[config.mk]
export PLATFORM = sky130hd
export DESIGN_NAME = dm_load_unit
export DESIGN_NICKNAME = d
export VERILOG_FILES = /design/src/rtl/dm_load_unit.sv
export SDC_FILE = /design/constraint.sdc
export NUM_CORES = 1
export LEC_CHECK = 0
export CORE_ASPECT_RATIO = 0.75
export CORE_UTILIZATION = 25
export DETAILED_ROUTE_END_ITERATION = 8
export HOLD_SLACK_MARGIN = 0.08
export PLACE_DENSITY = 0.51
export SLEW_MARGIN = 15
export SYNTH_ARGS = -nofsm -noshare
export SYNTH_HDL_FRONTEND = slang
export SYNTH_SLANG_ARGS = --single-unit
[constraint.sdc]
create_clock -name clk -period 3 [get_ports clk]
set_input_delay 0.45 -clock clk [delete_from_list [all_inputs] [get_ports clk]]
set_output_delay 0.45 -clock clk [all_outputs]
set_load 0.05 [all_outputs]
[src/rtl/dm_load_unit.sv]
// Load unit for the data memory: one block-RAM read per request, lane select and
// sign/zero extension, AdEL flagging of misaligned or illegal loads.
module dm_load_unit #(
  parameter int unsigned ADDR_W       = 11,
  parameter int unsigned READ_LATENCY = 1
) (
  input  logic              clk,
  input  logic              rst,
  input  logic              req_valid,
  output logic              req_ready,
  input  logic [31:0]       req_addr,
  input  logic [2:0]        req_type,
  output logic              mem_en,
  output logic [ADDR_W-1:0] mem_addr,
  input  logic [31:0]       mem_rdata,
  output logic              rsp_valid,
  input  logic              rsp_ready,
  output logic [31:0]       rsp_data,
  output logic              rsp_err,
  output logic              busy
);

  localparam int unsigned CNT_W = 2;
  localparam logic [2:0] LT_LW  = 3'b000;
  localparam logic [2:0] LT_LH  = 3'b001;
  localparam logic [2:0] LT_LHU = 3'b010;
  localparam logic [2:0] LT_LB  = 3'b011;
  localparam logic [2:0] LT_LBU = 3'b100;

  typedef enum logic [1:0] {S_IDLE, S_READ, S_WAIT, S_RESP} state_e;

  state_e              state_q, state_d;
  logic [CNT_W-1:0]    cnt_q, cnt_d;
  logic [1:0]          off_q, off_d;
  logic [2:0]          typ_q, typ_d;
  logic                mem_en_q, mem_en_d;
  logic [ADDR_W-1:0]   mem_addr_q, mem_addr_d;
  logic                rsp_valid_q, rsp_valid_d;
  logic [31:0]         rsp_data_q, rsp_data_d;
  logic                rsp_err_q, rsp_err_d;
  logic                busy_q, busy_d;
  logic                req_ready_q, req_ready_d;
  logic                req_illegal;

  // Byte address bits above the word index do not reach the RAM.
  logic unused_addr_hi;
  assign unused_addr_hi = ^req_addr[31:ADDR_W+2];

  // Little-endian lane select followed by sign or zero extension.
  function automatic logic [31:0] extend(input logic [31:0] w, input logic [1:0] off,
                                         input logic [2:0] t);
    logic [7:0]  b;
    logic [15:0] h;
    b = w[{off, 3'b000} +: 8];
    h = off[1] ? w[31:16] : w[15:0];
    case (t)
      LT_LW:   extend = w;
      LT_LH:   extend = {{16{h[15]}}, h};
      LT_LHU:  extend = {16'h0000, h};
      LT_LB:   extend = {{24{b[7]}}, b};
      LT_LBU:  extend = {24'h000000, b};
      default: extend = 32'h0000_0000;
    endcase
  endfunction

  assign req_illegal = (req_type > LT_LBU)
                    || ((req_type == LT_LW) && (req_addr[1:0] != 2'b00))
                    || (((req_type == LT_LH) || (req_type == LT_LHU)) && req_addr[0]);

  always_comb begin
    state_d     = state_q;
    cnt_d       = cnt_q;
    off_d       = off_q;
    typ_d       = typ_q;
    mem_en_d    = mem_en_q;
    mem_addr_d  = mem_addr_q;
    rsp_valid_d = rsp_valid_q;
    rsp_data_d  = rsp_data_q;
    rsp_err_d   = rsp_err_q;
    case (state_q)
      S_IDLE: begin
        if (req_valid) begin
          off_d = req_addr[1:0];
          typ_d = req_type;
          if (req_illegal) begin
            state_d     = S_RESP;
            rsp_valid_d = 1'b1;
            rsp_err_d   = 1'b1;
            rsp_data_d  = 32'h0000_0000;
          end else begin
            state_d    = S_READ;
            mem_en_d   = 1'b1;
            mem_addr_d = req_addr[ADDR_W+1:2];
            rsp_err_d  = 1'b0;
          end
        end
      end
      S_READ: begin
        mem_en_d = 1'b0;
        cnt_d    = '0;
        state_d  = S_WAIT;
      end
      S_WAIT: begin
        // Last wait edge: douta is valid this cycle.
        if (cnt_q == CNT_W'(READ_LATENCY - 1)) begin
          rsp_data_d  = extend(mem_rdata, off_q, typ_q);
          rsp_valid_d = 1'b1;
          cnt_d       = '0;
          state_d     = S_RESP;
        end else begin
          cnt_d = cnt_q + CNT_W'(1);
        end
      end
      S_RESP: begin
        if (rsp_ready) begin
          rsp_valid_d = 1'b0;
          state_d     = S_IDLE;
        end
      end
      default: state_d = S_IDLE;
    endcase
    busy_d      = (state_d != S_IDLE);
    req_ready_d = (state_d == S_IDLE);
  end

  always_ff @(posedge clk or negedge rst) begin
    if (!rst) begin
      state_q     <= S_IDLE;
      cnt_q       <= '0;
      off_q       <= 2'b00;
      typ_q       <= 3'b000;
      mem_en_q    <= 1'b0;
      mem_addr_q  <= '0;
      rsp_valid_q <= 1'b0;
      rsp_data_q  <= 32'h0000_0000;
      rsp_err_q   <= 1'b0;
      busy_q      <= 1'b0;
      req_ready_q <= 1'b1;
    end else begin
      state_q     <= state_d;
      cnt_q       <= cnt_d;
      off_q       <= off_d;
      typ_q       <= typ_d;
      mem_en_q    <= mem_en_d;
      mem_addr_q  <= mem_addr_d;
      rsp_valid_q <= rsp_valid_d;
      rsp_data_q  <= rsp_data_d;
      rsp_err_q   <= rsp_err_d;
      busy_q      <= busy_d;
      req_ready_q <= req_ready_d;
    end
  end

  assign req_ready = req_ready_q;
  assign mem_en    = mem_en_q;
  assign mem_addr  = mem_addr_q;
  assign rsp_valid = rsp_valid_q;
  assign rsp_data  = rsp_data_q;
  assign rsp_err   = rsp_err_q;
  assign busy      = busy_q;

endmodule

==> run metrics, run 1 <==
Setup Viol. Count Final=0; Post-Route Setup TNS=0 ns; # Max-Cap Violations=0; Post-Syn Nets=roughly 340; Synth Instances=261; RePlAce Congestion=slightly above 0.8; yosys synthesis warning count=0; Top Family by Delay on Critical Path=simple AND/OR/NAND/NOR gates; FF-to-FF Start=typ_q[1]; Die X-Extent=127 microns; critical path class=in2reg; slowest stage delay, CP=0.53 ns; #FFs+latches synth=57; slowest cell on the critical path=clkdlybuf4s50_1; DP HPWL=6080 microns; Worst Hold Class=in2async; Critical Path End Type=flip-flop; Starting DRT DRC Count=roughly 100; # fillers=1,089; number of diodes=0; PD cells=1180 nW/um^2; Worst-Margin Slew=about 1.0 ns; largest net degree at the start of global routing=58; Worst R2R Setup Slack=0.89 ns; Req. time, crit path=3.21 ns; Startpoint Class=primary input; Final min period=2.20 ns; Final Max Tran Viols=0; number of global-route vias before repair=2,412; quantity of I/O buffers inserted on ports=99; Rel. slew slack=0.305; global-route wire length before repair=13,100 microns; Via-to-Cell Ratio=4.79; number of cells upsized or downsized after cts=0; Clock Latency Late Sink=around 0.32 ns; num rows=33; initial core utilization=0.262; Area growth, synth to finish=48.0%; Storage cell area=roughly 1400 sq um; cells along the critical path=clkdlybuf4s50_1 > or3b_1 > o31ai_1 > nand3_1 > mux2_2; r2r endpoint=rsp_data[15]; hold buffers post-CTS=0; RSZ-0062 raised after global routing=no; Total Power=~0.005 W; total congestion overflow=0; clk root buf=clkbuf_16; Async SR Flop Fraction=1.00; CTS buffer count=9; Setup Buffers After CTS=0; # clock sinks=57; DRT Wirelength=8110 microns; drt drc=0; Post-Syn Area per Cell=11.2 sq um; Clock Path Buffers=2; Routed Antenna Nets=0; TritonRoute pass-1 iters=4; Worst EP arrival=between 2 and 2.5 ns; CTS H-tree depth=3; nets@finish=437; Netlist cell types=42; status=finished clean; sequential element share of the synthesized area=0.488; Syn Std Cell Area=2920 sq um; Pleak=around 1.8 nW; CTS tree=done; fin crit share=0.735; Vias=2,412; Post-synth EDFFs=0; multi-input combinational cell area=around 1400 sq um; Core Area=11,100 sq um; fmax=0.454 GHz; die area=12,100 sq um; CP Buf/Inv Count=1; clock-pin slew on the worst setup and hold paths=0.05 ns; I/O pin cnt=119; initial antenna violation count=1; Final Util=0.388; Global Route Usage Sum=0.144; Worst R2R Path Depth=5; highest net fanout along the worst path=11; post-placement cell count=488; WL per Instance=around 16 microns; Most used DFF post-synth=dfrtp_1; Setup Skew=0.00596 ns; final hold vios=0; maximum VDD drop=0.651 mV; Die Height=95.6 microns; layout cells sized above 1=0.132; Non-Filler Instances=504
## layout make-up
cell class | instances | share of cell area
clock inverters | 2 | 0.00231
repair buffers | 104 | 0.237
inverters | 6 | 0.00521
well taps | 140 | 0.0405
flip-flops and latches | 57 | 0.330
multi-input cells | 181 | 0.320
clock buffers | 14 | 0.0657
## flip-flops by register name, summed over array words and instances, names as in the netlist
signal	count
typ_q	3
cnt_q	2
state_q	2
rsp_data	32
req_ready	1
rsp_valid	1
busy	1
mem_en	1
mem_addr	11
off_q	2
rsp_err	1
## worst max path at each step
| stage | startpoint | depth (start not counted) | end | slack, ns |
|---|---|---|---|---|
| 2_1_floorplan | req_type[1] | 7 | rsp_data[5] | 1.23 |
| 3_5_place_dp | req_type[2] | 5 | mem_addr[10] | 0.42 |
| 5_1_grt | req_type[1] | 5 | mem_addr[2] | 0.60 |
| 3_3_place_gp | req_type[2] | 5 | mem_addr[5] | 0.45 |
| 6_report | req_type[2] | 5 | mem_addr[10] | 0.80 |
| 4_1_cts | req_type[2] | 5 | mem_addr[4] | 0.78 |
## synthesized netlist by cell type (2+ instances only)
| library cell | n | area, sq um |
|---|---|---|
| dfrtp_1 | 56 | 1400 |
| a21oi_1 | 19 | 95.1 |
| mux2i_1 | 19 | 190 |
| mux2_2 | 18 | 203 |
| o21ai_0 | 18 | 90.1 |
| o2bb2ai_1 | 18 | 158 |
| a22o_1 | 16 | 140 |
| nand2_1 | 12 | 45.0 |
| nor2_1 | 12 | 45.0 |
| buf_2 | 7 | 35.0 |
| ha_1 | 7 | 87.6 |
| o221ai_1 | 7 | 61.3 |
| inv_1 | 6 | 22.5 |
| clkbuf_1 | 5 | 18.8 |
| nand3_1 | 4 | 20.0 |
| nand2b_1 | 3 | 18.8 |
| nor2b_1 | 3 | 18.8 |
| a31oi_1 | 2 | 12.5 |
| buf_4 | 2 | 15.0 |
| buf_6 | 2 | 22.5 |
| nor3_1 | 2 | 10.0 |
| o21ai_2 | 2 | 17.5 |
| o31ai_1 | 2 | 15.0 |
## cells by family after synthesis
group	share of synthesized area
XOR/XNOR	0.00300
flip-flops	0.488
AND/OR/NAND/NOR	0.0741
multiplexers	0.138
buffers and inverters	0.0402
adder cells (fa/ha/maj)	0.0300
AO/OA/AOI/OAI	0.226
## stage by stage
step / area, sq um / worst slack [ns] / hold WS (ns)
finish: 4330 / 0.796 / 0.271
global route: 4330 / 0.600 / 0.329
CTS: 4330 / 0.777 / 0.302
detailed placement: 4030 / 0.425 / 0.475
global placement: 4030 / 0.453 / 0.474
floorplan: 2920 / 1.23 / 0.154
## routing by layer
layer	track usage	up-vias	share of wire
li1	-	1184	-
met2	0.202	65	0.42
met3	0.0505	12	0.060
met4	0.0536	2	0.015
met5	0	-	0.0016
met1	0.202	1149	0.50
## power breakdown
group	internal (W)	switching, W	total, W
clock	0.000645	0.000333	0.000978
combinational	0.00106	0.00178	0.00284
sequential	0.00106	0.000238	0.00130
## layout by cell type (no fill, tap or decap), drive strengths merged, types with 2 or more instances in the layout
master         synthesis  layout
o31ai                  2       2
dfrtp                 56      56
nand2                 13      13
clkinv                 0       2
nor3                   2       2
nor2b                  3       3
clkdlybuf4s50          0      98
buf                   12       6
mux2i                 19      19
nor3b                  2       2
o21ai                 21      21
inv                    6       6
nand3                  4       4
clkbuf                 5      14
a22o                  16      16
nor2                  12      12
a31oi                  2       2
nand2b                 3       3
a21oi                 20      20
mux2                  19      19
o2bb2ai               18      18
o221ai                 7       7
ha                     7       7
(Power assumes the default switching activity.)
==> run 2, diff against run 1 <==
- PLACE_DENSITY: 0.51 -> 0.53
- clock period: 3 -> 1.85 ns (I/O delays scaled with it)
==> run 2 against run 1 <==
Net effect:
- die area did not move
- design area rose by 4.0%
- clock skew fell by 0.00058 ns
- flip-flop and latch count did not move
- count of clock-buffer cells in the layout fell by 4
- non-clock buffer count rose by 18
- cell count rose by 3.6%
- largest cell class unchanged
==> run metrics, run 2 (synthesis gave the netlist of run 1 again) <==
CTS H-tree depth=3 (unchanged); slowest cell on the critical path=clkdlybuf4s50_1 (unchanged); initial antenna violation count=0 (was 1); worst setup margin=0.0810 ns (was 0.796 ns); DRT Wirelength=8660 microns (was 8110 microns); RePlAce Congestion=0.830 (was 0.825); global-route wire length before repair=13,700 microns (was 13,100 microns); Top Family by Delay on Critical Path=buffers and inverters (was simple AND/OR/NAND/NOR gates); DP Area=4130 sq um (was 4030 sq um); Post-Route Setup TNS=0 ns (unchanged); Via-to-Cell Ratio=4.75 (was 4.79); Area growth, synth to finish=53.9% (was 48.0%); slowest stage delay, CP=0.80 ns (was 0.53 ns); Core Area=11,100 sq um (unchanged); drt drc=0 (unchanged); Non-Filler Instances=522 (was 504); Startpoint Class=flip-flop (was primary input); Global Route Usage Sum=0.150 (was 0.144); fin crit share=0.956; clock-pin slew on the worst setup and hold paths=0.05 ns (about the same); final hold slack=0.441 ns (was 0.271 ns); Req. time, crit path=1.57 ns (was 3.21 ns); Critical Path End Type=primary output (was flip-flop); Worst-Margin Slew=0.510 ns (was 1.04 ns); # fillers=1,126 (was 1,089); largest net degree at the start of global routing=40 (was 58); post-placement cell count=504 (was 488); CP Buf/Inv Count=1 (unchanged); Clock Path Buffers=2 (unchanged); Vias=2,478 (was 2,412); Die Height=95.6 microns (unchanged); clk root buf=clkbuf_16 (unchanged); CTS tree=done (unchanged); fmax=0.565 GHz; Clock Latency Late Sink=0.33 ns (was 0.32 ns); DP HPWL=6600 microns (was 6080 microns); maximum VDD drop=0.767 mV (was 0.651 mV); max FFs per register=32 (unchanged); highest net fanout along the worst path=2 (was 11); nets@finish=455 (was 437); PD cells=1940 nW/um^2 (was 1180 nW/um^2); Die X-Extent=127 microns (unchanged); most frequent cells in the layout=71 x clkdlybuf4s50_1, 55 x dfrtp_1, 44 x buf_4 (was 98 x clkdlybuf4s50_1, 56 x dfrtp_1, 19 x a21oi_1, 19 x mux2i_1); WL per Instance=16.6 microns (was 16.1 microns); Starting DRT DRC Count=118 (was 103); status=finished clean (unchanged); initial core utilization=0.262 (unchanged); Worst EP arrival=1.49 ns (was 2.41 ns); quantity of I/O buffers inserted on ports=99 (unchanged); final hold vios=0 (unchanged); I/O pin cnt=119 (unchanged); design area=4500 sq um (was 4330 sq um); num rows=33 (unchanged); number of diodes=0 (unchanged); die area=12,100 sq um (unchanged); critical path class=reg2out (was in2reg); Final min period=between 1.5 and 2 ns; most common cell after layout, fill and taps aside=clkdlybuf4s50_1 (unchanged); Rel. slew slack=0.659 (was 0.305); Final Max Tran Viols=0 (unchanged); number of global-route vias before repair=2,494 (was 2,412); # Max-Cap Violations=0 (unchanged); Pleak=1.94 nW (was 1.78 nW); pre-CTS setup slack=-0.434 ns (was 0.425 ns); Setup Skew=0.00537 ns (was 0.00596 ns); # clock sinks=57 (unchanged); Routed Antenna Nets=0 (unchanged); total congestion overflow=0 (unchanged); Worst Hold Class=in2async (unchanged); layout cells sized above 1=0.257 (was 0.132); RSZ-0062 raised after global routing=yes (was no); TritonRoute pass-1 iters=4 (unchanged); Worst R2R Setup Slack=0.09 ns (was 0.89 ns); CTS buffer count=9 (unchanged); Setup Viol. Count Final=0 (unchanged); cells along the critical path=clkdlybuf4s50_1 (was clkdlybuf4s50_1 > or3b_1 > o31ai_1 > nand3_1 > mux2_2)
==> run 2: cell types whose count changed in the layout (fill, tap and decap cells not counted), moves of 2 or more <==
cell             change
buf_12               +5
buf_4               +39
clkbuf_8             -3
clkdlybuf4s50_1     -27
clkinv_2             +2
==> run 2: through the flow <==
| step | power (W) | utilization |
|---|---|---|
| 5_1_grt | 0.00929 | 0.403 |
| 4_1_cts | 0.00873 | 0.400 |
| 3_5_place_dp | 0.00700 | 0.371 |
| 3_3_place_gp | 0.00696 | 0.371 |
| 6_report | 0.00873 | 0.403 |
| 2_1_floorplan | 0.00534 | - |
==> run 2: report_power, final <==
group          total, W  internal, W  switching [W]  leakage [nW]
sequential      0.00206      0.00172       0.000334         0.727
clock           0.00164      0.00107       0.000572         0.148
combinational   0.00504      0.00196        0.00307          1.07
==> run 2: path summary, 6_finish.rpt <==
check                             startpoint      endpoint  cells past startpoint
worst max register to register      off_q[1]   rsp_data[7]                      6
min in group clk                rsp_data[21]  rsp_data[21]                      1
worst max-delay path            rsp_data[28]  rsp_data[28]                      1
max in group asynchronous                rst     req_ready                      3
worst min register to register  rsp_data[21]  rsp_data[21]                      1
worst min-delay path                     rst   mem_addr[6]                      2
==> run 2: what timing repair did <==
item                                    4_1_cts  5_1_grt
setup buffers                                 0        1
hold endpoints to repair                     18        0
resized for setup                             4        5
pin swaps                                     0        1
endpoints found under the setup margin       25       44
hold buffers                                  1        0
==> run 2: final cells by class <==
type,instances,area [sq um],area share
Multi-Input combinational cell,181,1420,0.315
Timing Repair Buffer,122,1160,0.257
Clock buffer,10,239,0.0531
Inverter,6,22.5,0.00501
Clock inverter,6,57.6,0.0128
Tap cell,140,175,0.0390
Sequential cell,57,1430,0.318
==> run 2: worst reg2reg max path, delay by kind of cell, from the launching register on <==
kind	cells	cell delay [ns]
AO/OA/AOI/OAI	2	0.36
buffers and inverters	1	0.15
multiplexers	2	0.54
flip-flops	1	0.41
AND/OR/NAND/NOR	1	0.19
==> run 2: layer usage <==
metal / GRT usage / share of wire / vias to the layer above
met1: 0.216 / 0.51 / 1187
met4: 0.0476 / 0.011 / 0
li1: - / - / 1218
met3: 0.0488 / 0.061 / 6
met5: 0 / 0 / -
met2: 0.208 / 0.42 / 67
==> run 3, diff against run 2 <==
- CORE_UTILIZATION: 25 -> 39
- PLACE_DENSITY: 0.53 -> 0.77
==> run 3 against run 2 <==
Net effect:
- hold slack improved by 0.020 ns
- count of clock-buffer cells in the layout rose by 2
- critical endpoint is now rsp_data[9]
- largest cell class unchanged
- highest routed layer unchanged
- die area shrank 35%
- critical path depth did not move
- via count increased by 2.0%
- flip-flop and latch count stayed put
- global-route usage increased by 7.5 points
- setup slack got worse by 0.038 ns
- wire length down 5.6%
- register-to-register slack about the same
==> run metrics, run 3 (synthesis gave the netlist of run 1 again) <==
layout cells sized above 1=0.212 (was 0.257); Setup Viol. Count Final=0 (unchanged); most frequent cells in the layout=79 x clkdlybuf4s50_1, 56 x dfrtp_1, 30 x buf_4 (was 71 x clkdlybuf4s50_1, 55 x dfrtp_1, 44 x buf_4); Via-to-Cell Ratio=5.27 (was 4.75); Final Max Tran Viols=0 (unchanged); slowest cell on the critical path=clkdlybuf4s50_1 (unchanged); critical path class=reg2out (unchanged); # clock sinks=57 (unchanged); Routed Antenna Nets=0 (unchanged); Rel. slew slack=0.634 (was 0.659); initial core utilization=0.416 (was 0.262); number of diodes=0 (unchanged); Req. time, crit path=1.57 ns (about the same); Clock Path Buffers=2 (unchanged); Startpoint Class=flip-flop (unchanged); total congestion overflow=0 (unchanged); DP HPWL=5990 microns (was 6600 microns); Starting DRT DRC Count=176 (was 118); Vias=2,528 (was 2,478); slowest stage delay, CP=0.82 ns (was 0.80 ns); nets@finish=456 (was 455); fin crit share=0.977 (was 0.956); quantity of I/O buffers inserted on ports=99 (unchanged); Core Area=7030 sq um (was 11,100 sq um); clock-pin slew on the worst setup and hold paths=0.07 ns (was 0.05 ns); CTS buffer count=9 (unchanged); post-placement cell count=463 (was 504); clk root buf=clkbuf_8 (was clkbuf_16); RSZ-0062 raised after global routing=no (was yes); Die X-Extent=102 microns (was 127 microns); number of global-route vias before repair=2,574 (was 2,494); die area=7850 sq um (was 12,100 sq um); # Max-Cap Violations=0 (unchanged); Critical Path End Type=primary output (unchanged); RePlAce Congestion=0.924 (was 0.830); Worst Hold Class=in2async (unchanged); PD cells=1880 nW/um^2 (was 1940 nW/um^2); Setup Skew=0.00969 ns (was 0.00537 ns); Die Height=77.0 microns (was 95.6 microns); CP Buf/Inv Count=1 (unchanged); Final min period=1.81 ns (was 1.77 ns); num rows=26 (was 33); I/O pin cnt=119 (unchanged); Worst-Margin Slew=0.549 ns (was 0.510 ns); fmax=0.553 GHz (was 0.565 GHz); max FFs per register=32 (unchanged); initial antenna violation count=0 (unchanged); Worst path depth=1 (unchanged); largest net degree at the start of global routing=58 (was 40); maximum VDD drop=0.844 mV (was 0.767 mV); Area growth, synth to finish=50.4% (was 53.9%); CTS H-tree depth=3 (unchanged); final hold slack=0.461 ns (was 0.441 ns); Non-Filler Instances=480 (was 522); Worst R2R Path Depth=5 (was 6); drt drc=0 (unchanged); TritonRoute pass-1 iters=4 (unchanged); status=finished clean (unchanged); DRT Wirelength=8170 microns (was 8660 microns); highest net fanout along the worst path=2 (unchanged); final hold vios=0 (unchanged); WL per Instance=17.0 microns (was 16.6 microns); global-route wire length before repair=13,300 microns (was 13,700 microns); cells along the critical path=clkdlybuf4s50_1 (unchanged); Top Family by Delay on Critical Path=buffers and inverters (unchanged); Clock Latency Late Sink=0.34 ns (was 0.33 ns); CTS tree=done (unchanged); Pleak=1.98 nW (was 1.94 nW); most common cell after layout, fill and taps aside=clkdlybuf4s50_1 (unchanged); Worst EP arrival=1.53 ns (was 1.49 ns); Global Route Usage Sum=0.224 (was 0.150)
run 3: final timing paths:
path / startpoint / end / slack (ns)
min: rst / rsp_data[6] / 0.46
max: rsp_data[9] / rsp_data[9] / 0.04
max in group asynchronous: rst / req_ready / 1.08
max reg2reg: off_q[1] / rsp_data[13] / 0.08
min in group clk: rsp_data[31] / rsp_data[31] / 0.49
min reg2reg: rsp_data[31] / rsp_data[31] / 0.49
run 3: stage by stage:
step | worst slack, ns | power, W | cell area [sq um] | utilization | TNS (ns)
2_1_floorplan | 0.120 | 0.00534 | 2920 | - | 0
4_1_cts | 0.0200 | 0.00821 | 4340 | 0.618 | 0
3_5_place_dp | -0.394 | 0.00698 | 4130 | 0.587 | -12.58
3_3_place_gp | -0.388 | 0.00688 | 4130 | 0.587 | -10.52
6_report | 0.0425 | 0.00828 | 4400 | 0.626 | 0
5_1_grt | 0.000973 | 0.00875 | 4400 | 0.626 | 0
run 3: timing repair:
item	in CTS	in global routing
hold endpoints to repair	56	0
hold buffers	1	0
pin swaps	0	1
gates cloned	0	0
resized for setup	2	11
endpoints found under the setup margin	15	29
setup buffers	0	1
run 3: routing by layer:
metal / vias up / GRT usage / routed length, microns
li1: 1221 / - / -
met5: - / 0 / 0
met2: 70 / 0.323 / 3690
met3: 13 / 0.0438 / 299
met4: 0 / 0.0957 / 161
met1: 1224 / 0.325 / 4020
run 3: cell type report:
type / count / area, sq um
fill: 591 / 2630
sequential: 57 / 1430
multi-input combinational: 181 / 1410
timing repair buffer: 123 / 1220
clock buffer: 12 / 155
tap: 98 / 123
clock inverter: 3 / 40.0
inverter: 6 / 22.5
run 3: where the power goes:
group	internal (W)	total [W]	leakage, nW	switching [W]
sequential	0.00172	0.00205	0.728	0.000331
combinational	0.00198	0.00506	1.15	0.00307
clock	0.000684	0.00118	0.102	0.000492
total	0.00438	0.00828	1.98	0.00390
==> RTL edit, RTL diff (settings of run 2) <==
Set the parameter `ADDR_W` to 12 (it was 11).
--- a/src/rtl/dm_load_unit.sv
+++ b/src/rtl/dm_load_unit.sv
@@ -3,3 +3,3 @@
 module dm_load_unit #(
-  parameter int unsigned ADDR_W       = 11,
+  parameter int unsigned ADDR_W       = 12,
   parameter int unsigned READ_LATENCY = 1
Interface: changed (resized mem_addr); port bits go from 119 to 120. The function was not compared with the original's and may differ.
==> RTL edit against run 2 <==
Worst setup slack worse by 0.039 ns; critical path depth stayed put; fmax is 2.2% lower; core utilization hardly changed; wire length is 9.9% higher; sequential cell count is 1 higher; via count is 9.7% higher; global-route usage hardly changed; total power is 10% higher; area after synthesis is 7.8% higher; final area is 10% higher; final cell count is 7.3% higher; critical path type unchanged; critical endpoint is now rsp_data[0]; highest routed layer unchanged.
==> RTL edit: results (changes against run 2) <==
metric	value	unit	change
grtUsageMet1	21.0	%	-0.66 points
first_iter_violations	124		+5.1%
fill_cells	1191		+5.8%
synth.top_cells.by_count	sky130_fd_sc_hd__dfrtp_1, sky130_fd_sc_hd__o21ai_0, sky130_fd_sc_hd__mux2i_1, sky130_fd_sc_hd__a22o_1, sky130_fd_sc_hd__a22oi_1		
layout-drive-gt1-share	30.2	%	+4.5 points
crit_path_end	rsp_data[0]		
reg2reg_from	state_q[0]$_DFF_PN0_		
gp_congestion	0.745		-10%
first_global_vias	2683		+7.6%
synth_compound_gate_area_share	25.5	%	+2.9 points
critical_path.max_stage_delay	0.82	ns	+0.02 ns
post_synth_xor_area_fraction	0.278	%	-0.022 points
post_drt_wl_per_cell	17.0	µm	+2.4%
detailed_route_vias_per_instance	4.85		+2.2%
post_synth_main_area_contributors	sky130_fd_sc_hd__dfrtp_1, sky130_fd_sc_hd__mux2i_1, sky130_fd_sc_hd__mux2_4		
outcome	complete, no violations		
groute.usage.overall	15.0	%	about the same
synth.distinct_cells	47		+12%
place_hpwl	6640	µm	+0.58%
grt_max_degree	59		+48%
finalHoldViolCount	0		unchanged
grt_first_pass_wirelength	15100	µm	+11%
p_leak	0.00212	µW	+9.1%
count_of_buffers_inserted_at_the_top_level_ports	101		+2.0%
grt_use_met2	21.2	%	+0.42 points
finClkSkew	0.00878	ns	+0.00341 ns
worst_setup_path_startpoint	rsp_data[0]$_DFFE_PN0P_		
register_area_share_after_synthesis	46.1	%	-2.7 points
switching_share	43.6	%	-1.9 points
data_arrival_at_the_endpoint_of_the_critical_path	1.53	ns	+0.04 ns
cells_after_dpl	539		+6.9%
met3_resource_use_gr	5.81	%	+0.93 points
synth_fp_nets	344		+1.5%
worstReg2RegEnd	busy$_DFF_PN0_		
syn-mean-instance-area	11.8	µm²	+5.8%
design.final.nets	467		+2.6%
muxShareOfSynthArea	14.2	%	+0.35 points
-- RTL edit: changes by cell type in the layout (fill, tap and decap cells not counted), moves of 3 or more --
cell                              change
sky130_fd_sc_hd__a22oi_1             +16
sky130_fd_sc_hd__clkdlybuf4s50_1      +5
sky130_fd_sc_hd__o2bb2ai_1           -12
sky130_fd_sc_hd__a21oi_1             -13
sky130_fd_sc_hd__mux2_4              +10
sky130_fd_sc_hd__o2bb2ai_2           +11
sky130_fd_sc_hd__buf_4                -3
sky130_fd_sc_hd__mux2_2              -10
-- RTL edit: stage by stage --
stage          power, µW  worst slack (ns)
6_report            9640            0.0419
3_3_place_gp        7320            -0.544
3_5_place_dp        7380            -0.568
2_1_floorplan       5660             0.227
4_1_cts             9480            0.0126
5_1_grt            10200           -0.0109
-- RTL edit: worst min-delay path by stage --
stage / endpoint / cells after the start / start / slack, ns
2_1_floorplan: busy$_DFF_PN0_ / 0 / rst / -0.02
3_3_place_gp: rsp_data[10]$_DFFE_PN0P_ / 2 / rst / 0.31
3_5_place_dp: rsp_data[10]$_DFFE_PN0P_ / 2 / rst / 0.31
4_1_cts: typ_q[1]$_DFFE_PN0P_ / 2 / req_type[1] / 0.45
5_1_grt: rsp_data[10]$_DFFE_PN0P_ / 3 / rst / 0.51
6_report: rsp_data[5]$_DFFE_PN0P_ / 3 / rst / 0.48
-- RTL edit: cell type report --
type                            count  area [µm²]  share of cell area (%)
Clock buffer                       11         243                    4.91
Timing Repair Buffer              131        1290                    26.0
Multi-Input combinational cell    183        1650                    33.4
Tap cell                          166         208                    4.20
Inverter                            6        22.5                   0.455
Sequential cell                    58        1460                    29.4
Clock inverter                      5        77.6                    1.57
-- RTL edit: worst register-to-register path: stages, from the launching register on --
cell	delay, ns
sky130_fd_sc_hd__dfrtp_1	0.39
sky130_fd_sc_hd__buf_4	0.15
sky130_fd_sc_hd__ha_1	0.19
sky130_fd_sc_hd__nor2b_1	0.17
sky130_fd_sc_hd__a2111oi_2	0.33
sky130_fd_sc_hd__a31oi_1	0.11
sky130_fd_sc_hd__or2_2	0.30
-- RTL edit: routing by layer --
layer  part of all wire [%]  vias to the layer above
met3                    7.2                        9
met5                      0                        -
met2                     43                       89
met4                   0.70                        0
li1                       -                     1267
met1                     49                     1353
-- RTL edit: what timing repair did --
item	in CTS	in global routing
cloned	1	0
pin swaps	1	3
resized for setup	11	12
setup endpoints to repair	32	36
hold endpoints to repair	57	0
hold buffers	1	0
buffers inserted	0	3
-- RTL edit: power groups by stage --
| stage | logic, µW | registers [µW] | clock network [µW] |
|---|---|---|---|
| after floorplan | 2490 | 3170 | 0 |
| after global placement | 5250 | 2070 | 0 |
| after detailed placement | 5310 | 2070 | 0 |
| after CTS | 5570 | 2080 | 1830 |
| after global routing | 6140 | 2140 | 1910 |
| final | 5760 | 2080 | 1800 |
